===== src/rtl/vga_uart_pkg.sv =====
// Shared types and constants for the pixel-to-UART byte packer.
// PIXEL_UART_CHECKSUM_EN adds the CKSUM trailer state.
package vga_uart_pkg;

    localparam int unsigned PIXEL_BITS_DEF   = 16;
    localparam int unsigned FRAME_W_DEF      = 640;
    localparam int unsigned FRAME_H_DEF      = 480;
    localparam int unsigned ACTIVE_W_DEF     = 512;
    localparam int unsigned ACTIVE_H_DEF     = 384;
    localparam int unsigned FIFO_DEPTH_DEF   = 16;
    localparam int unsigned BYTES_PER_PIXEL  = PIXEL_BITS_DEF / 8;

    localparam logic [7:0] SYNC0 = 8'hA5;
    localparam logic [7:0] SYNC1 = 8'h5A;

    typedef enum logic [2:0] {
        ST_IDLE,
        ST_HDR0,
        ST_HDR1,
        ST_PIX_HI,
        ST_PIX_LO
`ifdef PIXEL_UART_CHECKSUM_EN
        , ST_CKSUM
`endif
    } state_e;

endpackage


===== src/rtl/pixel_uart_packer_sync_fifo.sv =====
// Synchronous FIFO with registered full/empty; a push into a full FIFO is
// accepted when a pop happens in the same cycle.
module sync_fifo #(
    parameter int unsigned Width = 16,
    parameter int unsigned Depth = 16
) (
    input  logic             clk,
    input  logic             rst,
    input  logic             push,
    input  logic [Width-1:0] wdata,
    input  logic             pop,
    output logic [Width-1:0] rd_data_c,
    output logic             full,
    output logic             empty
);

    localparam int unsigned PtrW = $clog2(Depth);
    localparam int unsigned CntW = PtrW + 1;

    logic [PtrW-1:0]  wr_ptr_q, wr_ptr_d;
    logic [PtrW-1:0]  rd_ptr_q, rd_ptr_d;
    logic [CntW-1:0]  count_q, count_d;
    logic             full_q, full_d;
    logic             empty_q, empty_d;
    logic             do_push, do_pop;
    logic [Width-1:0] mem_q [Depth];

    always_comb begin : ptr_comb
        do_pop   = pop && !empty_q;
        do_push  = push && (!full_q || do_pop);
        wr_ptr_d = wr_ptr_q + PtrW'(do_push);
        rd_ptr_d = rd_ptr_q + PtrW'(do_pop);
        count_d  = count_q + CntW'(do_push) - CntW'(do_pop);
        full_d   = (count_d == CntW'(Depth));
        empty_d  = (count_d == '0);
    end

    always_ff @(posedge clk or posedge rst) begin : ptr_regs
        if (rst) begin
            wr_ptr_q <= '0;
            rd_ptr_q <= '0;
            count_q  <= '0;
            full_q   <= 1'b0;
            empty_q  <= 1'b1;
        end else begin
            wr_ptr_q <= wr_ptr_d;
            rd_ptr_q <= rd_ptr_d;
            count_q  <= count_d;
            full_q   <= full_d;
            empty_q  <= empty_d;
        end
    end

    // Storage needs no reset; occupancy is tracked by the pointers.
    always_ff @(posedge clk) begin : mem_write
        if (do_push) begin
            mem_q[wr_ptr_q] <= wdata;
        end
    end

    assign rd_data_c = mem_q[rd_ptr_q];
    assign full      = full_q;
    assign empty     = empty_q;

endmodule


===== src/rtl/pixel_uart_packer.sv =====
// Crops incoming pixel words to the active window, buffers them and serializes
// them as bytes with a per-frame A5/5A header. PIXEL_UART_CHECKSUM_EN adds an XOR trailer.
module pixel_uart_packer
    import vga_uart_pkg::*;
#(
    parameter int unsigned PixelBitWidth     = PIXEL_BITS_DEF,
    parameter int unsigned FrameWidth        = FRAME_W_DEF,
    parameter int unsigned FrameHeight       = FRAME_H_DEF,
    parameter int unsigned ActiveFrameWidth  = ACTIVE_W_DEF,
    parameter int unsigned ActiveFrameHeight = ACTIVE_H_DEF,
    parameter int unsigned FifoDepth         = FIFO_DEPTH_DEF
) (
    input  logic                     CLK,
    input  logic                     RST,
    input  logic [PixelBitWidth-1:0] i_pixel,
    input  logic                     i_valid,
    input  logic                     i_frame_start,
    output logic [7:0]               o_byte,
    output logic                     o_valid,
    input  logic                     i_ready,
    output logic                     o_frame_done,
    output logic                     o_overflow
);

    localparam int unsigned ColW     = $clog2(FrameWidth);
    localparam int unsigned RowW     = $clog2(FrameHeight + 1);
    localparam int unsigned TotalPix = ActiveFrameWidth * ActiveFrameHeight;
    localparam int unsigned EmitW    = $clog2(TotalPix + 1);

    state_e                   state_q, state_d;
    logic [ColW-1:0]          col_q, col_d, cur_col;
    logic [RowW-1:0]          row_q, row_d, cur_row;
    logic [EmitW-1:0]         emit_q, emit_d, emit_inc;
    logic                     hdr_pending_q, hdr_pending_d;
    logic [7:0]               o_byte_q, o_byte_d;
    logic [7:0]               lo_byte_q, lo_byte_d;
    logic                     o_valid_q, o_valid_d;
    logic                     frame_done_q, frame_done_d;
    logic                     overflow_q, overflow_d;
`ifdef PIXEL_UART_CHECKSUM_EN
    logic [7:0]               xor_q, xor_d;
`endif

    logic                     active, push_req, push_ok;
    logic                     fifo_pop, fifo_full, fifo_empty;
    logic [PixelBitWidth-1:0] fifo_rdata;
    logic                     xfer, load_next;

    // Position tracking and crop; a frame start re-bases the same-cycle pixel to (0,0).
    always_comb begin : input_comb
        cur_col    = i_frame_start ? '0 : col_q;
        cur_row    = i_frame_start ? '0 : row_q;
        col_d      = cur_col;
        row_d      = cur_row;
        active     = (32'(cur_col) < ActiveFrameWidth) && (32'(cur_row) < ActiveFrameHeight);
        push_req   = i_valid && active;
        push_ok    = push_req && (!fifo_full || fifo_pop);
        overflow_d = overflow_q || (push_req && !push_ok);
        if (i_valid) begin
            if (cur_col == ColW'(FrameWidth - 1)) begin
                col_d = '0;
                row_d = (cur_row == RowW'(FrameHeight)) ? cur_row : cur_row + RowW'(1);
            end else begin
                col_d = cur_col + ColW'(1);
            end
        end
    end

    sync_fifo #(
        .Width (PixelBitWidth),
        .Depth (FifoDepth)
    ) u_fifo (
        .clk       (CLK),
        .rst       (RST),
        .push      (push_ok),
        .wdata     (i_pixel),
        .pop       (fifo_pop),
        .rd_data_c (fifo_rdata),
        .full      (fifo_full),
        .empty     (fifo_empty)
    );

    assign xfer = o_valid_q && i_ready;

    always_comb begin : fsm_comb
        state_d       = state_q;
        o_byte_d      = o_byte_q;
        o_valid_d     = o_valid_q;
        lo_byte_d     = lo_byte_q;
        emit_d        = emit_q;
        emit_inc      = emit_q + EmitW'(1);
        frame_done_d  = 1'b0;
        hdr_pending_d = hdr_pending_q || i_frame_start;
        fifo_pop      = 1'b0;
        load_next     = 1'b0;
`ifdef PIXEL_UART_CHECKSUM_EN
        xor_d         = xor_q;
`endif
        unique case (state_q)
            ST_IDLE: load_next = 1'b1;
            ST_HDR0: begin
                if (xfer) begin
                    state_d  = ST_HDR1;
                    o_byte_d = SYNC1;
                end
            end
            ST_HDR1: load_next = xfer;
            ST_PIX_HI: begin
                if (xfer) begin
                    state_d  = ST_PIX_LO;
                    o_byte_d = lo_byte_q;
`ifdef PIXEL_UART_CHECKSUM_EN
                    xor_d    = xor_q ^ o_byte_q;
`endif
                end
            end
            ST_PIX_LO: begin
                if (xfer) begin
                    emit_d = emit_inc;
`ifdef PIXEL_UART_CHECKSUM_EN
                    xor_d  = xor_q ^ o_byte_q;
                    if (emit_inc == EmitW'(TotalPix)) begin
                        emit_d   = '0;
                        state_d  = ST_CKSUM;
                        o_byte_d = xor_q ^ o_byte_q;
                    end else begin
                        load_next = 1'b1;
                    end
`else
                    if (emit_inc == EmitW'(TotalPix)) begin
                        emit_d       = '0;
                        frame_done_d = 1'b1;
                    end
                    load_next = 1'b1;
`endif
                end
            end
`ifdef PIXEL_UART_CHECKSUM_EN
            ST_CKSUM: begin
                if (xfer) begin
                    frame_done_d = 1'b1;
                    load_next    = 1'b1;
                end
            end
`endif
            default: state_d = ST_IDLE;
        endcase

        // Pick the next byte source without a bubble; leftover pixels drain before the header.
        if (load_next) begin
            if (hdr_pending_q && fifo_empty) begin
                state_d       = ST_HDR0;
                o_byte_d      = SYNC0;
                o_valid_d     = 1'b1;
                hdr_pending_d = i_frame_start;
                emit_d        = '0;
`ifdef PIXEL_UART_CHECKSUM_EN
                xor_d         = '0;
`endif
            end else if (!fifo_empty) begin
                fifo_pop  = 1'b1;
                state_d   = ST_PIX_HI;
                o_byte_d  = fifo_rdata[PixelBitWidth-1 -: 8];
                lo_byte_d = fifo_rdata[7:0];
                o_valid_d = 1'b1;
            end else begin
                state_d   = ST_IDLE;
                o_valid_d = 1'b0;
            end
        end
    end

    always_ff @(posedge CLK or posedge RST) begin : regs
        if (RST) begin
            state_q       <= ST_IDLE;
            col_q         <= '0;
            row_q         <= '0;
            emit_q        <= '0;
            hdr_pending_q <= 1'b0;
            o_byte_q      <= '0;
            lo_byte_q     <= '0;
            o_valid_q     <= 1'b0;
            frame_done_q  <= 1'b0;
            overflow_q    <= 1'b0;
`ifdef PIXEL_UART_CHECKSUM_EN
            xor_q         <= '0;
`endif
        end else begin
            state_q       <= state_d;
            col_q         <= col_d;
            row_q         <= row_d;
            emit_q        <= emit_d;
            hdr_pending_q <= hdr_pending_d;
            o_byte_q      <= o_byte_d;
            lo_byte_q     <= lo_byte_d;
            o_valid_q     <= o_valid_d;
            frame_done_q  <= frame_done_d;
            overflow_q    <= overflow_d;
`ifdef PIXEL_UART_CHECKSUM_EN
            xor_q         <= xor_d;
`endif
        end
    end

    assign o_byte       = o_byte_q;
    assign o_valid      = o_valid_q;
    assign o_frame_done = frame_done_q;
    assign o_overflow   = overflow_q;

endmodule


===== config.mk =====
export PLATFORM = sky130hd
export DESIGN_NAME = pixel_uart_packer
export DESIGN_NICKNAME = d
export VERILOG_FILES = /design/src/rtl/vga_uart_pkg.sv /design/src/rtl/pixel_uart_packer_sync_fifo.sv /design/src/rtl/pixel_uart_packer.sv
export SDC_FILE = /design/constraint.sdc
export NUM_CORES = 1
export LEC_CHECK = 0
export BUFFER_PORTS_ARGS = -buffer_cell sky130_fd_sc_hd__buf_4
export CORE_ASPECT_RATIO = 1.5
export CORE_MARGIN = 2
export CORE_UTILIZATION = 50
export CTS_CLUSTER_DIAMETER = 80
export DETAILED_ROUTE_END_ITERATION = 6
export GPL_TIMING_DRIVEN = 0
export PLACE_DENSITY = 0.78
export SLEW_MARGIN = 10
export SYNTH_ARGS = -nofsm -noshare
export SYNTH_HDL_FRONTEND = slang
export SYNTH_SLANG_ARGS = --single-unit

===== constraint.sdc =====
create_clock -name CLK -period 6.7 [get_ports CLK]
set_input_delay 0.335 -clock CLK [delete_from_list [all_inputs] [get_ports CLK]]
set_output_delay 0.335 -clock CLK [all_outputs]
set_load 0.03 [all_outputs]

# Yosys cells after proc, flatten, opt, wreduce, memory -nomap -nowiden
# Memory sizes are Yosys's and may differ from the RTL's.
# Index checks and enable logic that the tools add are counted.
# word_totals
regBits	75
latchBits	0
ramBits	256
mem_bits_ro	0
output_inout_bits	11
word_cells	95
memories	1
# memory_table
name	depth	width	read_ports	rd_clocked_by_memory_dff	write_ports	line	rtl
u_fifo.mem_q	16	16	1	0	1	pixel_uart_packer_sync_fifo.sv:26	logic [Width-1:0] mem_q [Depth];
# op_classes
n_addsub	7
mul	0
div_mod_pow	0
magnitude_cmp	2
n_eq_ne	11
shifts	0
n_mux	37
n_bitwise	2
n_reduce_logical	20
# op_table
cell	n
two-way mux 18 bit	5
two-way mux 8 bit	5
two-way mux 9 bit	4
two-way mux 10 bit	3
adder 18 x 1 -> 18 bit (second input constant)	1
equality test 18 bit (second input constant)	1
case mux 8 bit (2 select lines)	1
two-way mux 1 bit	12
adder 10 x 1 -> 10 bit (second input constant)	1
equality test 10 bit (second input constant)	1
less-than comparator 10 bit (second input constant)	1
adder 9 x 1 -> 9 bit (second input constant)	1
equality test 9 bit (second input constant)	1
less-than comparator 9 bit (second input constant)	1
two-way mux 3 bit	3
case mux 3 bit (3 select lines)	1
adder 4 x 1 -> 4 bit	2
logical AND 1 bit	8
equality test 3 x 2 -> 1 bit (second input constant)	2
inequality test 3 bit (second input constant)	2
AND reduction 3 bit	2
adder 5 x 1 -> 5 bit	1
equality test 5 bit (second input constant)	1
logical NOT 5 bit	1
other kinds (11)	18

# Longest topological paths before layout
# logic_depth
word_depth	10
mapped_depth	15
depth_no_buf	14

# Cells and area by module
# Synthesis repeated with hierarchy kept, for this count alone.
# hier_totals
hier_cells	823
area_unflattened_um2	13709.4
# modules_own_cells
mod	instances	cells_per_inst	area_per_inst_um2	seq_area_each_um2
sync_fifo	1	470	10443.8	8064.0
pixel_uart_packer	1	353	3265.6	1501.4

# Least setup slack after synthesis
# No wires, ideal clock.
# synth_path
kind	reg-to-reg
startpoint	register o_valid_q (netlist: o_valid)
endpoint	register u_fifo.full_q (netlist: u_fifo.full)
setup_ns	0.073
arrival_ns	3.259
required_ns	6.627
slack_ns	3.368
stages_incl_launch_ff	14
n_path_buf	1
period_less_slack_ns	3.332
cell_sequence	dfrtp_1 -> nand2_2 -> maj3_2 -> nand2b_4 -> inv_1 -> buf_1 -> ha_1 -> inv_1 -> ha_1 -> inv_1 -> fa_1 -> inv_1 -> or4_1 -> nor2b_1
# synth_between
elab_chain_len	10
elab_cells_between_ends	12
# synth_lines
item	line	rtl
from (decl)	pixel_uart_packer.sv:37	logic o_valid_q, o_valid_d;
from (signal assigned)	pixel_uart_packer.sv:196	o_valid_q <= o_valid_d;
logical AND 1 bit (*)	pixel_uart_packer.sv:83	assign xfer = o_valid_q && i_ready;
two-way mux 1 bit	pixel_uart_packer.sv:118	if (xfer) begin
case mux 1 bit (3 select lines) (*)	pixel_uart_packer.sv:99	unique case (state_q)
two-way mux 1 bit (*)	pixel_uart_packer.sv:150	if (load_next) begin
logical OR 1 bit / logical AND 1 bit (equally long branches)	pixel_uart_packer.sv:57, pixel_uart_packer_sync_fifo.sv:29	
logical AND 1 bit / logical OR 1 bit (equally long branches)	pixel_uart_packer.sv:57, pixel_uart_packer_sync_fifo.sv:30	
logical AND 1 bit	pixel_uart_packer_sync_fifo.sv:30	do_push = push && (!full_q || do_pop);
adder 5 x 1 -> 5 bit	pixel_uart_packer_sync_fifo.sv:33	count_d = count_q + CntW'(do_push) - CntW'(do_pop);
subtractor 5 x 1 -> 5 bit (*)	pixel_uart_packer_sync_fifo.sv:33	
net u_fifo.count_d[1]	pixel_uart_packer_sync_fifo.sv:22	logic [CntW-1:0] count_q, count_d;
equality test 5 bit (*)	pixel_uart_packer_sync_fifo.sv:34	full_d = (count_d == CntW'(Depth));
net u_fifo.full_d	pixel_uart_packer_sync_fifo.sv:23	logic full_q, full_d;
to (signal assigned)	pixel_uart_packer_sync_fifo.sv:49	full_q <= full_d;
to (decl)	pixel_uart_packer_sync_fifo.sv:23	
# The timed path passes the listed nets; every way through them passes the cells marked *.
# A chain may end at the register's enable or synchronous reset.

# Worst setup path in the final report
# layout_path
startpoint	register o_valid_q (netlist: o_valid)
endpoint	register u_fifo.empty_q (netlist: u_fifo.empty)
# layout_between
elab_chain_len	10
elab_cells_between_ends	12
# layout_lines
item	line	rtl
logical AND 1 bit (*)	pixel_uart_packer.sv:83	
two-way mux 1 bit	pixel_uart_packer.sv:118	
case mux 1 bit (3 select lines) (*)	pixel_uart_packer.sv:99	
two-way mux 1 bit (*)	pixel_uart_packer.sv:150	
logical OR 1 bit / logical AND 1 bit (equally long branches)	pixel_uart_packer.sv:57, pixel_uart_packer_sync_fifo.sv:29	
logical AND 1 bit / logical OR 1 bit (equally long branches)	pixel_uart_packer.sv:57, pixel_uart_packer_sync_fifo.sv:30	
logical AND 1 bit	pixel_uart_packer_sync_fifo.sv:30	
adder 5 x 1 -> 5 bit	pixel_uart_packer_sync_fifo.sv:33	
subtractor 5 x 1 -> 5 bit (*)	pixel_uart_packer_sync_fifo.sv:33	
net u_fifo.count_d[1]	pixel_uart_packer_sync_fifo.sv:22	
logical NOT 5 bit (*)	pixel_uart_packer_sync_fifo.sv:35	empty_d = (count_d == '0);
net u_fifo.empty_d	pixel_uart_packer_sync_fifo.sv:24	logic empty_q, empty_d;
to (signal assigned)	pixel_uart_packer_sync_fifo.sv:50	empty_q <= empty_d;
to (decl)	pixel_uart_packer_sync_fifo.sv:24	
# Marks and branches as above.

==> impl_metrics.tcl <==
set metrics [dict create \
    status "finished clean" \
    reg2reg_setup_slack_ns 3.09 \
    hp-start "i_pixel[0]" \
    synth_top_area_frac 0.564 \
    fin_skew_ns 0.0307 \
    dpl.cell_count 1190 \
    maxCapViolCount 0 \
    seq_area_frac_synth 0.701 \
    sequentialPowerShare 0.420 \
    post_cts_resized 0 \
    ys_types 56 \
    cts_tree "done" \
    fin_crit_sh 0.539 \
    cp-start-kind "flop" \
    synthArstFlopShare 0.227 \
    postSynthAreaPerCell_um2 17.1 \
    dpl_cell_area_um2 14600 \
    start_util 0.505 \
    fill_cells 1985 \
    setup_viol 0 \
    hold_violations 0 \
    cts_max_level 1 \
    globalplace.congestion 0.866 \
    synthTopCellsByArea "edfxtp_1 56%, dfrtp_1 14%, mux4_2 13%" \
    cts_buffer_depth 3 \
    slew_headroom 0.406 \
    rsz0062_at_grt "no" \
    num_rows 74 \
    powerDensity_nw_per_um2 399 \
    cp-end-kind "flop" \
    core_um2 27000 \
    viasPerCell 5.87 \
    gr-total-overflow 0 \
    wl_per_cell_um 22.7 \
    tightestPinTransition_ns 0.891 \
    first_iter_violations 619 \
    crit_fanout 11 \
    ys_warn_count 0 \
    min_period_ns 3.61 \
    ant_nets 0 \
    p_clk_frac 0.274 \
    cp.arrival_ns 4.11 \
    via_count 7319 \
    ys_ff_latch 331 \
    numCtsBuffers 30 \
    min_path_cells 1 \
    ioPinCount 32 \
    first_pass_iters 7 \
    p_comb_frac 0.306 \
    synth-edff-count 256 \
    final_core_util 0.577 \
    grt_pass1_vias 7734 \
    area_delta_synth_final_pct 14.4 \
    hold_class "input port to flop" \
    n_antenna_cell 0 \
    p_sw_frac 0.303 \
    die_y_um 206 \
    synth_cells 798 \
    chipWidth_um 139 \
    drc 0 \
    critPathRequiredTime_ns 7.20 \
    grt_pass1_wl_um 44500 \
    ys.flop_type "edfxtp_1" \
    grtUsageTotal 0.204 \
    hold-path-endpoint "u_fifo.mem_q[3][0]" \
    intPower_mw 4.34 \
    clk_pin_slew_worst_paths_ns 0.06 \
    fin_setup_tns_ns 0 \
    cts.sinks 331 \
    power_switching_mw 1.89 \
    dp_hpwl_um 18800 \
    fin_nets 916 \
    peakVddDrop_mv 0.262 \
    postLayoutCellArea_um2 15600 \
    grt_max_degree 51 \
    root_buffer "clkbuf_16" \
    r2r_start "o_valid" \
    yosysTopAreaCell "edfxtp_1" \
    final_cells 1246 \
    r2r.worst_path.cells 13 \
    drive_gt1_frac 0.244 \
    synth_nets 833 \
    clock_latency_ns 0.57 \
    whs_ns 0.0640 \
    place.port_buffers 30 \
    slew_viol_final 0 \
    crit_type "flop to flop" \
    r2r-end "u_fifo.empty" \
    clock.fmax_mhz 277 \
    leakagePower_nw 5.48 \
    antenna_found_initial 0 \
    syn-cell-area_um2 13600 \
    drt-total-wl_um 28300 \
    die_area_um2 28600 \
]
-- worst max-delay path, stage by stage (launching register included) --
cell	delay, ns
dfrtp_1	0.42
nand2_2	0.11
maj3_2	0.33
nand2b_4	0.17
inv_1	0.20
buf_1	0.46
ha_1	0.33
inv_1	0.06
ha_1	0.18
inv_1	0.06
fa_1	0.48
inv_1	0.06
or4_1	0.53
nor2_1	0.13
-- power groups by stage --
stage / logic (mW) / clock network (mW) / registers, mW
2_1_floorplan: 1.28 / 0 / 2.67
3_3_place_gp: 1.79 / 0 / 2.64
3_5_place_dp: 1.90 / 0 / 2.65
4_1_cts: 1.94 / 1.73 / 2.61
5_1_grt: 2.06 / 1.81 / 2.64
6_report: 1.91 / 1.71 / 2.62
-- stage by stage --
stage,setup WS [ns],total power [mW]
6_report,3.09,6.23
5_1_grt,2.82,6.50
4_1_cts,3.02,6.28
3_5_place_dp,3.04,4.55
3_3_place_gp,2.36,4.43
2_1_floorplan,3.37,3.96
-- sequential cells by signal (all words and copies together) (netlist names) --
register         flops
o_valid              1
u_fifo.count_q       5
row_q                9
col_q               10
o_overflow           1
u_fifo.wr_ptr_q      4
u_fifo.rd_ptr_q      4
state_q              3
u_fifo.empty         1
hdr_pending_q        1
o_frame_done         1
u_fifo.mem_q       256
o_byte               8
u_fifo.full          1
lo_byte_q            8
emit_q              18
-- logic make-up after synthesis --
family	synth area share
AO/OA/AOI/OAI	0.0235
adder cells (fa/ha/maj)	0.0142
buffers and inverters	0.0198
multiplexers	0.134
XOR/XNOR	0.0263
flip-flops	0.701
AND/OR/NAND/NOR	0.0813
-- cell usage after synthesis, types with 2 or more instances --
library cell	instances
nand3b_1	4
buf_2	9
nor3_2	2
nor2b_1	12
nor3_1	8
and3_1	7
clkbuf_2	3
a41o_1	2
nand3_1	17
nand4_1	16
xnor2_1	26
buf_6	5
edfxtp_1	256
xor2_1	15
or4_1	2
and2_1	3
o21ai_1	3
buf_4	2
inv_1	20
clkbuf_1	11
a21o_1	4
o21ai_0	15
a21oi_1	16
mux4_2	80
a31oi_1	4
nand2b_1	7
nand2_1	64
ha_1	13
nor4_1	6
dfrtp_1	74
or3_1	3
nand4b_1	2
buf_1	6
nor2_1	55
and4_1	5
-- placed cells by master, fill, tap and decap left out, types with 4 or more instances in the layout --
master	n
dfrtp_1	74
and4_1	5
bufinv_16	4
clkbuf_1	15
and3_1	7
a21oi_1	16
a31oi_1	4
a21o_1	4
buf_2	9
buf_1	6
nand2b_1	7
nor4_1	6
ha_1	13
inv_1	19
buf_6	9
nor3_1	5
nand3_1	17
edfxtp_1	256
mux4_2	80
buf_8	8
nand2_1	64
o21ai_0	15
nor2_2	12
nand4_1	16
buf_4	38
nor2b_1	12
xor2_1	15
xnor2_1	26
nor2_1	43
nand3b_1	4
clkinv_1	8
clkbuf_16	30
nor3_2	4
-- metal layers --
| metal | track usage | vias to the layer above | part of all wire |
|---|---|---|---|
| met1 | 0.248 | 3744 | 0.38 |
| met3 | 0.0283 | 72 | 0.055 |
| met5 | 0 | - | 0 |
| met4 | 0.0740 | 0 | 0.035 |
| li1 | - | 3255 | - |
| met2 | 0.372 | 248 | 0.53 |
-- cell type report --
type,instances,area [um2],area share
repair buffers,51,500,0.0321
plain buffers,36,195,0.0125
clock inverters,21,219,0.0140
multi-input cells,411,3860,0.247
flip-flops and latches,331,9570,0.613
clock buffers,34,766,0.0491
well taps,342,428,0.0274
inverters,20,77.6,0.00497
-- timing repair --
action                                 4_1_cts  5_1_grt
endpoints found under the hold margin       25        0
hold buffers                                 1        0
buffers inserted                             0        0
-- worst max-delay path by stage --
stage / slack (ns) / startpoint / to / cells past startpoint
after detailed placement: 3.04 / o_valid / u_fifo.empty / 13
after CTS: 3.02 / o_valid / u_fifo.empty / 13
final: 3.09 / o_valid / u_fifo.empty / 13
after global routing: 2.82 / o_valid / u_fifo.full / 13
after global placement: 2.36 / i_frame_start / u_fifo.mem_q[1][3] / 6
after floorplan: 3.37 / o_valid / u_fifo.full / 13
(Power assumes the default switching activity.)
